===== config.mk =====
export PLATFORM = sky130hd
export DESIGN_NAME = ifetch
export DESIGN_NICKNAME = d
export VERILOG_FILES = /design/src/rtl/ifetch.sv
export SDC_FILE = /design/constraint.sdc
export NUM_CORES = 1
export LEC_CHECK = 0
export CAP_MARGIN = 20
export CORE_ASPECT_RATIO = 0.9
export CORE_UTILIZATION = 26
export CTS_CLUSTER_DIAMETER = 100
export CTS_CLUSTER_SIZE = 12
export DETAILED_ROUTE_END_ITERATION = 7
export SETUP_SLACK_MARGIN = 0.15
export SLEW_MARGIN = 5
export SYNTH_ARGS = -nofsm -noshare
export SYNTH_HDL_FRONTEND = slang
export SYNTH_SLANG_ARGS = --single-unit

===== constraint.sdc =====
create_clock -name clk -period 4.8 [get_ports clk]
set_input_delay 0.96 -clock clk [delete_from_list [all_inputs] [get_ports clk]]
set_output_delay 0.96 -clock clk [all_outputs]
set_load 0.02 [all_outputs]

===== src/rtl/ifetch.sv =====
// ifetch: 32-bit instruction fetch feeding a halfword prefetch queue.
// Ports: clk, reset (async, active-low); stall, pc_load, pc_target from
//   execute; mem_req, mem_addr, mem_ack, mem_rdata to instruction memory;
//   ins, rdone, ins_pc to decode.
// Optional feature macro: IFETCH_BYPASS_EN forwards the first halfword of
//   an ack straight to decode when the queue is empty.
module ifetch #(
   parameter int            RV       = 32,
   parameter int            QDEPTH   = 4,
   parameter logic [RV-1:0] RESET_PC = '0
) (
   input  logic          clk,
   input  logic          reset,
   input  logic          stall,
   input  logic          pc_load,
   input  logic [RV-1:0] pc_target,
   output logic          mem_req,
   output logic [RV-1:0] mem_addr,
   input  logic          mem_ack,
   input  logic [31:0]   mem_rdata,
   output logic [15:0]   ins,
   output logic          rdone,
   output logic [RV-1:0] ins_pc
);

   localparam int PW = $clog2(QDEPTH);
   localparam int CW = PW + 1;
   localparam logic [CW-1:0] ISSUE_MAX = CW'(QDEPTH - 2);

   typedef enum logic [1:0] {IDLE, BUSY, DRAIN} state_t;

   state_t        state;
   logic [RV-1:0] fpc;
   logic [15:0]   q_ins [QDEPTH];
   logic [RV-1:0] q_pc  [QDEPTH];
   logic [PW-1:0] head;
   logic [PW-1:0] tail;
   logic [CW-1:0] count;

   logic          ack_ok;
   logic          byp;
   logic          pop;
   logic [15:0]   hw0;
   logic [15:0]   hw1;
   logic [RV-1:0] pc0;
   logic [RV-1:0] pc1;
   logic [15:0]   wa_ins;
   logic [RV-1:0] wa_pc;
   logic [1:0]    push_n;
   logic          unused_bits;

   // pc_target[0] is forced to zero on redirect
   assign unused_bits = pc_target[0];

   // an ack only carries usable data in BUSY without a redirect
   assign ack_ok = (state == BUSY) & mem_ack & ~pc_load;

   always_comb begin
      // first useful halfword depends on fetch alignment
      hw0 = fpc[1] ? mem_rdata[31:16] : mem_rdata[15:0];
      pc0 = fpc;
      hw1 = mem_rdata[31:16];
      pc1 = fpc + RV'(2);
   end

`ifdef IFETCH_BYPASS_EN
   assign byp = ack_ok & (count == '0) & ~stall;
`else
   assign byp = 1'b0;
`endif

   assign pop    = (count != '0) & ~stall & ~pc_load;
   assign rdone  = pop | byp;
   assign ins    = byp ? hw0 : q_ins[head];
   assign ins_pc = byp ? pc0 : q_pc[head];

   always_comb begin
      push_n = 2'd0;
      wa_ins = hw0;
      wa_pc  = pc0;
      if (ack_ok) begin
         if (byp) begin
            // hw0 went to decode; only the upper half may remain
            wa_ins = hw1;
            wa_pc  = pc1;
            push_n = fpc[1] ? 2'd0 : 2'd1;
         end else begin
            push_n = fpc[1] ? 2'd1 : 2'd2;
         end
      end
   end

   always_ff @(posedge clk or negedge reset) begin
      if (!reset) begin
         head  <= '0;
         tail  <= '0;
         count <= '0;
         for (int i = 0; i < QDEPTH; i++) begin
            q_ins[i] <= '0;
            q_pc[i]  <= '0;
         end
      end else if (pc_load) begin
         head  <= '0;
         tail  <= '0;
         count <= '0;
      end else begin
         if (push_n != 2'd0) begin
            q_ins[tail] <= wa_ins;
            q_pc[tail]  <= wa_pc;
         end
         if (push_n == 2'd2) begin
            q_ins[tail + PW'(1)] <= hw1;
            q_pc[tail + PW'(1)]  <= pc1;
         end
         tail  <= tail + PW'(push_n);
         head  <= head + PW'(pop);
         count <= count + CW'(push_n) - CW'(pop);
      end
   end

   always_ff @(posedge clk or negedge reset) begin
      if (!reset) begin
         state    <= IDLE;
         mem_req  <= 1'b0;
         mem_addr <= {RESET_PC[RV-1:2], 2'b00};
         fpc      <= RESET_PC;
      end else begin
         if (pc_load)
            fpc <= {pc_target[RV-1:1], 1'b0};
         else if (ack_ok)
            fpc <= fpc + (fpc[1] ? RV'(2) : RV'(4));
         unique case (state)
            IDLE: begin
               // two free slots guarantee a full word always fits
               if (!pc_load && count <= ISSUE_MAX) begin
                  mem_req  <= 1'b1;
                  mem_addr <= {fpc[RV-1:2], 2'b00};
                  state    <= BUSY;
               end
            end
            BUSY: begin
               if (mem_ack) begin
                  mem_req <= 1'b0;
                  state   <= IDLE;
               end else if (pc_load) begin
                  state <= DRAIN;
               end
            end
            DRAIN: begin
               // stale word: wait it out, then discard
               if (mem_ack) begin
                  mem_req <= 1'b0;
                  state   <= IDLE;
               end
            end
            default: begin
               mem_req <= 1'b0;
               state   <= IDLE;
            end
         endcase
      end
   end

endmodule


**Word-level counts from Yosys, hierarchy flattened**

Index checks and enable logic that the tools add are counted.

- Word-level logic and storage cells: 97
- Output and inout port bits: 82
- Bits in registers: 264

- Mux-type cells: 41
- Order comparisons: 6
- Reductions and logical operators: 12
- $add $sub $neg: 7
- Bitwise logic cells: 9
- Equal/unequal tests: 7

Operator list:

| operator | number |
|---|---|
| $mux 128 | 3 |
| $bwmux 128 | 2 |
| $mux 32 | 6 |
| $mux 64 | 3 |
| $bwmux 64 | 2 |
| $demux 32 s2 | 2 |
| $mux 16 | 5 |
| $bmux 32 s2 | 1 |
| $demux 16 s2 | 2 |
| $add 32x2->32 const B | 1 |
| $add 32x3->32 | 1 |
| $bmux 16 s2 | 1 |
| $mux 2 | 8 |
| $ge 3x3->1 const B | 3 |
| $not 2->3 | 3 |
| $lt 3x1->1 const B | 2 |
| $mux 3 | 2 |
| $pmux 2 s3 | 1 |
| $and 1x1->1 | 4 |
| $eq 2x2->1 const B | 2 |
| $ne 2x2->1 const B | 2 |
| $reduce_and 2->1 | 2 |
| $reduce_bool 2->1 | 2 |
| $add 3x2->3 | 1 |
| other kinds (17) | 21 |

**Depth between registers and ports, before layout**

- Depth after elaboration: 10
- Gate-level depth with buffers: 13

**Worst setup path after synthesis**

OpenSTA, ideal clock, no wires.

- Kind: input port to flip-flop
- Start point: input pc_load
- End point: register count[2]
- Required time: 4.668 ns
- Arrival time: 3.065 ns
- Stages on the path: 10
- Buffers on the path: 2
- Slack: 1.604 ns
- Path through: buf_2 -> clkbuf_1 -> nor3_1 -> ha_1 -> inv_1 -> ha_1 -> inv_1 -> fa_1 -> xnor2_1 -> nor2_1

- Elaborated cells between the ends (all ways): 7

RTL lines:

| element | RTL line | source |
|---|---|---|
| from (decl) | 15 | `input logic pc_load,` |
| $not 1->1 | 72 | `assign pop = (count != '0) & ~stall & ~pc_load;` |
| $and 1x1->1 | 72 |  |
| net rdone | 22 | `output logic rdone,` |
| $sub 3x1->3 | 117 | `count <= count + CW'(push_n) - CW'(pop);` |
| $mux 3 | 102 | `end else if (pc_load) begin` |
| to (signal assigned) | 117 |  |
| to (decl) | 38 | `logic [CW-1:0] count;` |

The timed path passes the listed nets, and every way through them passes these cells.
A chain may end at the register's enable or synchronous reset.

**Worst setup path in the final report**

- Start point: register head[0]
- End point: output ins_pc[4]

- Cells in the longest elaborated chain, start to end: 4

Ends and longest elaborated chain:

| element | RTL line | source |
|---|---|---|
| from (decl) | 36 | `logic [PW-1:0] head;` |
| from (signal assigned) | 116 | `head <= head + PW'(pop);` |
| $not 2->3 (not written as such) | 75 | `assign ins_pc = byp ? pc0 : q_pc[head];` |
| $bmux 32 s2 | 75 |  |
| $mux 32 (not written as such) (2 in a row) | 75 |  |
| to (decl) | 23 | `output logic [RV-1:0] ins_pc` |

No other way between the ends. The select of a mux whose other input is x is not followed.

==> results.tsv <==
stage	metric	value	unit
clocking	CTS tree	built	
sta	final hold vios	0	
detailed_routing	Metal-1 WL	20.7	mm
sta	Worst Skew	0.0199	ns
floorplanning	# rows	80	
worst_setup_path	CP endpoint kind	output pin	
clocking	hold-fix buffer count after cts	0	
job	max-cap violations	0	
synth	Synth area leaders	dfrtp_1, mux4_2, nand2_1	
detailed_routing	via-per-instance ratio	5.26	
sta	fin crit share	80.9	%
detailed_routing	Routed Antenna Nets	0	
global_routing	grt ovf	0	
placed_design	Port Buf Inserts	147	
detailed_routing	DRC	0	
final_layout	Final Cell Area	0.0167	sq mm
clocking	Post-CTS Resized	0	
final_layout	layout cells sized above 1	11.4	%
detailed_routing	total number of vias	11686	
sta	Final TNS setup	0	ns
synth	register area share after synthesis	47.3	%
sta	RSZ-0062 raised after global routing	no	
clocking	H-tree depth	1	
final_layout	fin util	31.5	%
synth	Yosys reg bits	263	
detailed_routing	WL/cell	20.9	microns
sta	final setup fails	0	
sta	Rel. slew slack	29.8	%
detailed_routing	DR WL met2	21.7	mm
synth	synthesized cell area	0.0139	sq mm
global_routing	vias in the first global route	11817	
worst_hold_path	path type of the worst min-delay path	primary input to asynchronous set/reset pin	
worst_setup_path	top fanout value on the critical path	31	
power	LEAKAGE	6.76	nW
placed_design	Detail Placement HPWL	30.0	mm
global_routing	initial antenna violation count	0	
floorplanning	I/O pins	151	
power	Peak VDD IR	0.255	mV
clocking	clock sinks	263	
synth	most frequent cell after synthesis	nand2_1	
worst_setup_path	Worst Path Arrival	2.92	ns
power	Pwr Density	520	mW/mm^2
synth	Async S/R FF share, synth	100	%
floorplanning	Die H	221	microns
sta	fin. max-slew vios	0	
synth	Post-synth EDFFs	0	
clocking	worst skew pair latency	0.57	ns
clocking	Reg clk slew, reported paths	0.07	ns
final_layout	Fill cells	5351	
final_layout	Layout area overhead	19.9	%
clocking	CTS root buf	clkbuf_16	
detailed_routing	Routed Wire Length	46.4	mm
synth	post-synth top area share	47.3	%
sta	fin crit period	3.88	ns
worst_setup_path	CP Launch Type	flop	
run_status	status	complete, no violations	
clocking	clk buf depth	3	
global_routing	largest net degree at the start of global routing	109	
placed_design	routability cong.	0.809	
global_routing	GRT Util Overall	16.9	%
detailed_routing	WL met3	2.75	mm
sta	Hold Worst Slack	0.466	ns
floorplanning	total die area	0.0544	sq mm
floorplanning	core area	0.0530	sq mm
synth	Cell variety after synth	66	
synth	Avg Cell Area, Syn	9.65	sq um
synth	Yosys Warn Count	0	
detailed_routing	drt pass-1 iters	5	
synth	Main synth FF type	dfrtp_1	
worst_setup_path	critical path class	flop to output pin	
floorplanning	Die X	246	microns
global_routing	first-pass GRT wire length	72.0	mm
floorplanning	starting density of the core	26.3	%
sta	max frequency	258	MHz
synth	cell taking the most area after synthesis	dfrtp_1	
placed_design	Cell Area, Placed	0.0160	sq mm
final_layout	Antenna diodes	0	
synth	synth cell count leaders	nand2_1, dfrtp_1, nor2_1, a21oi_1, clkbuf_1	
clocking	CTS Buf Count	25	
detailed_routing	drt initial violations	852	
synth	Post-Synthesis Cells	1440	
final_layout	Final #Nets	1601	
sta	Worst Tran Pin Value	1.05	ns
worst_setup_path	Req. time, crit path	3.84	ns
clocking	setup repair bufs after CTS	0	
detailed_routing	Max Used Layer	met4	
[critical path, stage by stage, from the launching register on]
cell	delay [ns]
dfrtp_4	0.88
buf_4	0.32
mux4_2	0.57
clkdlybuf4s50_1	0.56
[cells in the final DEF, fill, tap and decap left out, drive strengths merged, types with 16 or more instances in the layout]
cell type      count
mux4              48
clkbuf            28
xnor2             17
a31oi             16
o21ai             82
nand4             23
mux2i             31
a21oi             93
inv               17
dfrtp            263
nor2             116
clkdlybuf4s50    145
mux2              29
xor2              17
o22a              30
buf               40
nand2            289
nand3             23
o22ai             72
[final timing paths]
path	startpoint	endpoint	slack, ns	cells past startpoint
setup / recovery	head[0]$_DFF_PN0_	ins_pc[4]	0.92	3
hold / removal	reset	q_ins[59]$_DFFE_PN0N_	0.47	1
setup reg to reg	state[1]$_DFFE_PN0P_	q_pc[3]$_DFFE_PN0N_	1.83	8
hold reg to reg	q_pc[56]$_DFFE_PN0N_	q_pc[56]$_DFFE_PN0N_	0.47	2
max in group asynchronous	reset	q_pc[67]$_DFFE_PN0N_	3.22	2
min in group clk	q_pc[56]$_DFFE_PN0N_	q_pc[56]$_DFFE_PN0N_	0.47	2
[through the flow]
step | power, W | setup slack, ns | std cells
global route | 0.00918 | 0.752 | 2220
floorplan | 0.00546 | 1.60 | 1441
CTS | 0.00876 | 0.846 | 2220
finish | 0.00866 | 0.918 | 2220
detailed placement | 0.00693 | 0.984 | 2191
global placement | 0.00684 | 1.03 | 2191
[sequential cells by signal, indices dropped and copies added, names as in the netlist]
name      cells
mem_req       1
mem_addr     30
tail          2
head          2
q_pc        128
count         3
state         2
q_ins        64
fpc          31
[report_power, final]
part	internal [W]	switching [W]	total (W)	leakage [nW]
Sequential	0.00300	0.000549	0.00355	3.31
Clock	0.000932	0.000857	0.00179	0.321
Combinational	0.00165	0.00168	0.00333	3.13
Total	0.00558	0.00308	0.00866	6.76
[cell type report]
| type | instances | area [sq um] | area share [%] |
|---|---|---|---|
| well taps | 697 | 872 | 5.23 |
| repair buffers | 185 | 1770 | 10.6 |
| clock inverters | 1 | 20.0 | 0.120 |
| inverters | 16 | 60.1 | 0.360 |
| flip-flops and latches | 263 | 6590 | 39.5 |
| clock buffers | 28 | 637 | 3.82 |
| multi-input cells | 1030 | 6720 | 40.3 |
[per-layer routing]
metal  global-route usage, %  vias to the layer above
met5                       0                        -
met4                    5.59                        0
met3                    2.44                       81
met2                    26.7                      390
met1                    23.7                     5924
li1                        -                     5291
[logic make-up after synthesis]
family          Yosys count  synth area share [%]
compound gates          348                  15.7
xor+xnor                 34                  2.14
fa+ha+maj                11                  1.04
buf+inv                 148                  4.56
flops                   263                  47.3
mux                     108                  12.4
other cells               1                0.0270
simple gates            527                  16.9
No activity file was read; power rests on OpenSTA's default activity.
